--- config.mk ---
export PLATFORM = sky130hd
export DESIGN_NAME = ff_loop_tester
export DESIGN_NICKNAME = d
export VERILOG_FILES = /design/src/rtl/ff_loop_tester.sv
export SDC_FILE = /design/constraint.sdc
export NUM_CORES = 1
export LEC_CHECK = 0
export CORE_UTILIZATION = 40
export CTS_CLUSTER_DIAMETER = 50
export CTS_CLUSTER_SIZE = 10
export DETAILED_ROUTE_END_ITERATION = 7
export GPL_TIMING_DRIVEN = 0
export PLACE_DENSITY_LB_ADDON = 0.08
export SETUP_SLACK_MARGIN = 0.3
export SKIP_CTS_REPAIR_TIMING = 1
export SYNTH_ARGS = -nofsm -noshare
export SYNTH_HDL_FRONTEND = slang
export SYNTH_SLANG_ARGS = --single-unit
--- constraint.sdc ---
create_clock -name ff_clk -period 4.1 [get_ports ff_clk]
set_input_delay 0.41 -clock ff_clk [delete_from_list [all_inputs] [get_ports ff_clk]]
set_output_delay 0.41 -clock ff_clk [all_outputs]
set_load 0.005 [all_outputs]
--- src/rtl/ff_loop_tester.sv ---
// rtl/ff_loop_tester.sv - PRBS-7 framed bit-serial generator and checker for the ff_* interface
module ff_loop_tester #(
  parameter logic [15:0] SYNC        = 16'hF0A5,
  parameter int          PAYLOAD_LEN = 496,
  parameter int          ERR_W       = 16,
  parameter int          FRM_W       = 16
) (
  input  logic             ff_clk,
  input  logic             reset,
  input  logic             gen_en,
  output logic             ff_en_sink,
  output logic             ff_data_sink,
  input  logic             ff_en_source,
  input  logic             ff_data_source,
  output logic             locked,
  output logic             frame_done,
  output logic [FRM_W-1:0] frame_cnt,
  output logic [ERR_W-1:0] err_cnt
);

  localparam int CW = $clog2(PAYLOAD_LEN > 16 ? PAYLOAD_LEN : 16);
  localparam logic [CW-1:0] LAST_BIT = CW'(PAYLOAD_LEN - 1);

  function automatic logic [6:0] prbs_next(input logic [6:0] s);
    return {s[5:0], s[6] ^ s[5]};
  endfunction

  typedef enum logic [1:0] {G_IDLE, G_SYNC, G_PAY, G_GAP} gen_state_e;
  typedef enum logic       {C_HUNT, C_CHECK} chk_state_e;

  gen_state_e      gst_q, gst_d;
  logic [CW-1:0]   gcnt_q, gcnt_d;
  logic [6:0]      glfsr_q, glfsr_d;
  logic            gen_q, gen_d, gdat_q, gdat_d;

  chk_state_e      cst_q, cst_d;
  logic [15:0]     sh_q, sh_d;
  logic [6:0]      clfsr_q, clfsr_d;
  logic [CW-1:0]   ccnt_q, ccnt_d;
  logic            ferr_q, ferr_d;
  logic            lock_q, lock_d;
  logic            done_q, done_d;
  logic [FRM_W-1:0] fcnt_q, fcnt_d;
  logic [ERR_W-1:0] ecnt_q, ecnt_d;

  logic [15:0]     hunt_word;
  logic            miss;

  // Outputs are registered from the next state, so the bit for a phase appears on the edge that enters it.
  always_comb begin
    gst_d   = gst_q;
    gcnt_d  = gcnt_q;
    glfsr_d = glfsr_q;
    case (gst_q)
      G_IDLE: if (gen_en) begin
        gst_d  = G_SYNC;
        gcnt_d = '0;
      end
      G_SYNC: if (gcnt_q == CW'(15)) begin
        gst_d   = G_PAY;
        gcnt_d  = '0;
        glfsr_d = 7'h7F;
      end else begin
        gcnt_d = gcnt_q + CW'(1);
      end
      G_PAY: begin
        glfsr_d = prbs_next(glfsr_q);
        if (gcnt_q == LAST_BIT) begin
          gst_d  = G_GAP;
          gcnt_d = '0;
        end else begin
          gcnt_d = gcnt_q + CW'(1);
        end
      end
      G_GAP: begin
        gcnt_d = '0;
        gst_d  = gen_en ? G_SYNC : G_IDLE;
      end
      default: gst_d = G_IDLE;
    endcase
    gen_d  = (gst_d == G_SYNC) || (gst_d == G_PAY);
    gdat_d = 1'b0;
    if (gst_d == G_SYNC)     gdat_d = SYNC[4'd15 - gcnt_d[3:0]];
    else if (gst_d == G_PAY) gdat_d = glfsr_d[6];
  end

  assign hunt_word = {sh_q[14:0], ff_data_source};
  assign miss      = ff_data_source ^ clfsr_q[6];

  always_comb begin
    cst_d   = cst_q;
    sh_d    = sh_q;
    clfsr_d = clfsr_q;
    ccnt_d  = ccnt_q;
    ferr_d  = ferr_q;
    lock_d  = lock_q;
    done_d  = 1'b0;
    fcnt_d  = fcnt_q;
    ecnt_d  = ecnt_q;
    if (ff_en_source) begin
      case (cst_q)
        C_HUNT: begin
          sh_d = hunt_word;
          if (hunt_word == SYNC) begin
            cst_d   = C_CHECK;
            clfsr_d = 7'h7F;
            ccnt_d  = '0;
            ferr_d  = 1'b0;
          end
        end
        C_CHECK: begin
          clfsr_d = prbs_next(clfsr_q);
          if (miss) begin
            ferr_d = 1'b1;
            if (ecnt_q != '1) ecnt_d = ecnt_q + ERR_W'(1);
          end
          if (ccnt_q == LAST_BIT) begin
            done_d = 1'b1;
            fcnt_d = fcnt_q + FRM_W'(1);
            lock_d = !(ferr_q || miss);
            cst_d  = C_HUNT;
            sh_d   = '0;
          end else begin
            ccnt_d = ccnt_q + CW'(1);
          end
        end
        default: cst_d = C_HUNT;
      endcase
    end
  end

  always_ff @(posedge ff_clk or posedge reset) begin
    if (reset) begin
      gst_q   <= G_IDLE;
      gcnt_q  <= '0;
      glfsr_q <= '0;
      gen_q   <= 1'b0;
      gdat_q  <= 1'b0;
      cst_q   <= C_HUNT;
      sh_q    <= '0;
      clfsr_q <= '0;
      ccnt_q  <= '0;
      ferr_q  <= 1'b0;
      lock_q  <= 1'b0;
      done_q  <= 1'b0;
      fcnt_q  <= '0;
      ecnt_q  <= '0;
    end else begin
      gst_q   <= gst_d;
      gcnt_q  <= gcnt_d;
      glfsr_q <= glfsr_d;
      gen_q   <= gen_d;
      gdat_q  <= gdat_d;
      cst_q   <= cst_d;
      sh_q    <= sh_d;
      clfsr_q <= clfsr_d;
      ccnt_q  <= ccnt_d;
      ferr_q  <= ferr_d;
      lock_q  <= lock_d;
      done_q  <= done_d;
      fcnt_q  <= fcnt_d;
      ecnt_q  <= ecnt_d;
    end
  end

  assign ff_en_sink   = gen_q;
  assign ff_data_sink = gdat_q;
  assign locked       = lock_q;
  assign frame_done   = done_q;
  assign frame_cnt    = fcnt_q;
  assign err_cnt      = ecnt_q;

endmodule

==> impl_results.md <==
* Vias in the first global route at 2633
* Clock share of power at 0.339
* Clock slew at reported path FFs at 90 ps
* CTS Buf Count at 9
* Post-Place Cell Area at 4587 um^2
* H-tree level count at 3
* Max_cap viols at 0
* Yosys top cell by area: dfrtp_1
* Sw frac at 0.2739
* CTS root buffer: clkbuf_8
* Antenna Nets Post-Route at 0
* Routability congestion estimate at 0.8019
* Pwr Total at 1.892 mW
* Syn_area_per_cell at 11.18 um^2
* Synth Area in XOR/XNOR at 0.1010
* Worst Reg-to-Reg Cells at 7
* Proportion of layout cells with a drive suffix above 1 at 0.08454
* FP Rows at 36
* DP HPWL at 4981 um
* Cell leakage power at 2.170 nW
* Initial Util at 0.4101
* DR vias/cell at 5.015
* Gr usage total at 0.1536
* Die area at 10380 um^2
* DRT iter0 DRCs at 73
* Syn_nets at 373
* Clock Latency Late Sink at 350 ps
* Crit path kind: flop to flop
* Critical path's slowest cell: nor3_1
* Antenna diode count at 0
* Yosys reg bits at 87
* Critical path cell sequence: ha_1 -> nand3_1 -> nor3_1 -> nand2_1 -> nor3_1 -> nand3_1 -> xnor2_1
* Max Root-Sink Buffers at 2
* Layout area overhead at 20.41%
* Adder-cell area share of the yosys netlist at 0.03449
* IO Pins at 41
* Post-route DRC at 0
* Slew margin rel. at 0.5540
* HP Class: primary input to asynchronous set/reset pin
* Count of different cell masters after synthesis at 46
* Hold Vio Cnt, Final at 0
* Final worst-path cycle share at 0.6112
* Internal power at 1.373 mW
* Filler cells at 911
* Largest family of logic cells by synthesized area: simple AND/OR/NAND/NOR gates
* Vias at 2743
* Type of origin of the critical path: flop
* Largest stage delay, worst path at 600 ps
* Mapped Area at 3990 um^2
* Ys Warns at 0
* Initial antenna violation count at 0
* Register area share after synthesis at 0.5456
* Ys flop type: dfrtp_1
* Ys async rst share at 1.000
* Post-Synthesis Cells at 357
* Die width at 101.9 um
* Tmin final at 2506 ps
* Pwr Density at 393.7 nW/um^2
* CTS sink count at 87
* Post-synthesis mux area share at 0.005644
* Post-synth EDFFs at 0
* Max IR drop VDD at 0.1672 mV
* Core box area at 9729 um^2
* First-pass GRT wire length at 12360 um
* Stages on the worst setup path at 7
* Req. time, crit path at 4340 ps
* Area share of the largest cell type after synthesis at 0.5456
* CP endpoint kind: flop
* CTS tree: yes
* DRT Wirelength at 7287 um
* Status: completed
* Final slew viol count at 0
* Area contributors post-synth: dfrtp_1, xnor2_1, a22o_1, ha_1, nand2_1
* Die height at 101.9 um
* Commonest non-fill, non-tap cell in the layout: dfrtp_1
* Crit path DAT at 2750 ps
* Top delay family on crit path: simple AND/OR/NAND/NOR gates
* Pin count of the biggest net entering global routing at 69
* Gate power share at 0.151
* Least-Margin Pin Slew at 665.0 ps
* Wire per inst at 13.32 um
* Hold_ws at 350.4 ps
* Clk_skew at 7.599 ps
* Nets at 425
* RSZ-0062 raised after global routing: no
* Most frequent cells in the layout: dfrtp_1, clkdlybuf4s50_1, nand2_1
* Dpl cells at 531
* DRT Pass-1 Iters at 4
* NetSw at 0.5181 mW
* Simple-gate share of the synthesized area at 0.1687
* Finished Layout Cells at 547
* TNS Setup at 0 ps
* Compound-gate portion of the synthesized area at 0.1210
* I/O Buffers at 40
* Setup violators final at 0
* Final Cell Area at 4805 um^2
* Sequential power share at 0.510
* Critical path fanouts, max at 6
* Highest clock rate at 399.0 MHz
* Gr ovfl total at 0
* Bufs and invs on worst path at 0
==> cell type report <==
cell class                      instances  area (um^2)  share of cell area
Buffer                                 10        45.04            0.009375
Clock buffer                           12        165.2             0.03437
Clock inverter                          4        52.55             0.01094
Inverter                               13        51.30             0.01068
Multi-Input combinational cell        247         1719              0.3578
Sequential cell                        87         2177              0.4531
Tap cell                              133        166.4             0.03464
Timing Repair Buffer                   41        427.9             0.08906
==> synth_stat cells (4+ instances only) <==
master / n
a221o_1: 6
nand4_1: 10
nand2_1: 36
nor2b_1: 4
a21oi_1: 9
dfrtp_1: 87
clkbuf_1: 6
xor2_1: 15
nor3_1: 5
inv_1: 13
nor2_1: 23
a22o_1: 18
and3_1: 8
ha_1: 11
nand3_1: 17
xnor2_1: 31
and4_1: 4
o21ai_0: 11
==> worst reg2reg max path, delay by kind of cell (launching register included) <==
family | cells | cell delay [ps]
xor+xnor | 1 | 160
flops | 1 | 430
simple gates | 5 | 1560
fa+ha+maj | 1 | 240
==> power by group through the flow <==
stage          logic (mW)  clock network (mW)  registers, mW
2_1_floorplan       0.208                   0          0.972
3_3_place_gp        0.281                   0          0.981
3_5_place_dp        0.286                   0          0.980
4_1_cts             0.288               0.667          0.964
5_1_grt             0.322               0.702          0.973
6_report            0.286               0.642          0.964
==> cell families after synthesis <==
logic type,after synthesis
flops,87
mux,2
fa+ha+maj,11
simple gates,125
compound gates,63
buf+inv,23
xor+xnor,46
==> metrics by stage <==
stage / utilization / worst slack (ps)
floorplan: - / 1440
global placement: 0.4684 / -27.53
detailed placement: 0.4715 / 1368
CTS: 0.4938 / 1567
finish: 0.4938 / 1594
global route: 0.4938 / 1284
==> final timing paths <==
check                                end  slack [ps]      start
min reg2reg                       locked         470     ferr_q
min in group ff_clk               locked         470     ferr_q
max in group asynchronous      gcnt_q[6]        3140      reset
max                        frame_cnt[15]        1590  ccnt_q[0]
max reg2reg                frame_cnt[15]        1590  ccnt_q[0]
min                         frame_cnt[5]         350      reset
==> layer usage <==
metal / vias up / GRT usage / wire, um
li1: 1358 / - / -
met1: 1336 / 0.2149 / 3748
met2: 41 / 0.2271 / 3191
met3: 8 / 0.04036 / 256
met4: 0 / 0.06264 / 90
met5: - / 0 / 0
==> flip-flops by register name (all words and copies together) (netlist names), 2 cells and up <==
name / cells
frame_cnt: 16
err_cnt: 16
clfsr_q: 7
ccnt_q: 9
sh_q: 15
gst_q: 2
glfsr_q: 7
gcnt_q: 9
Note: power is estimated with default switching activity, not from simulation.
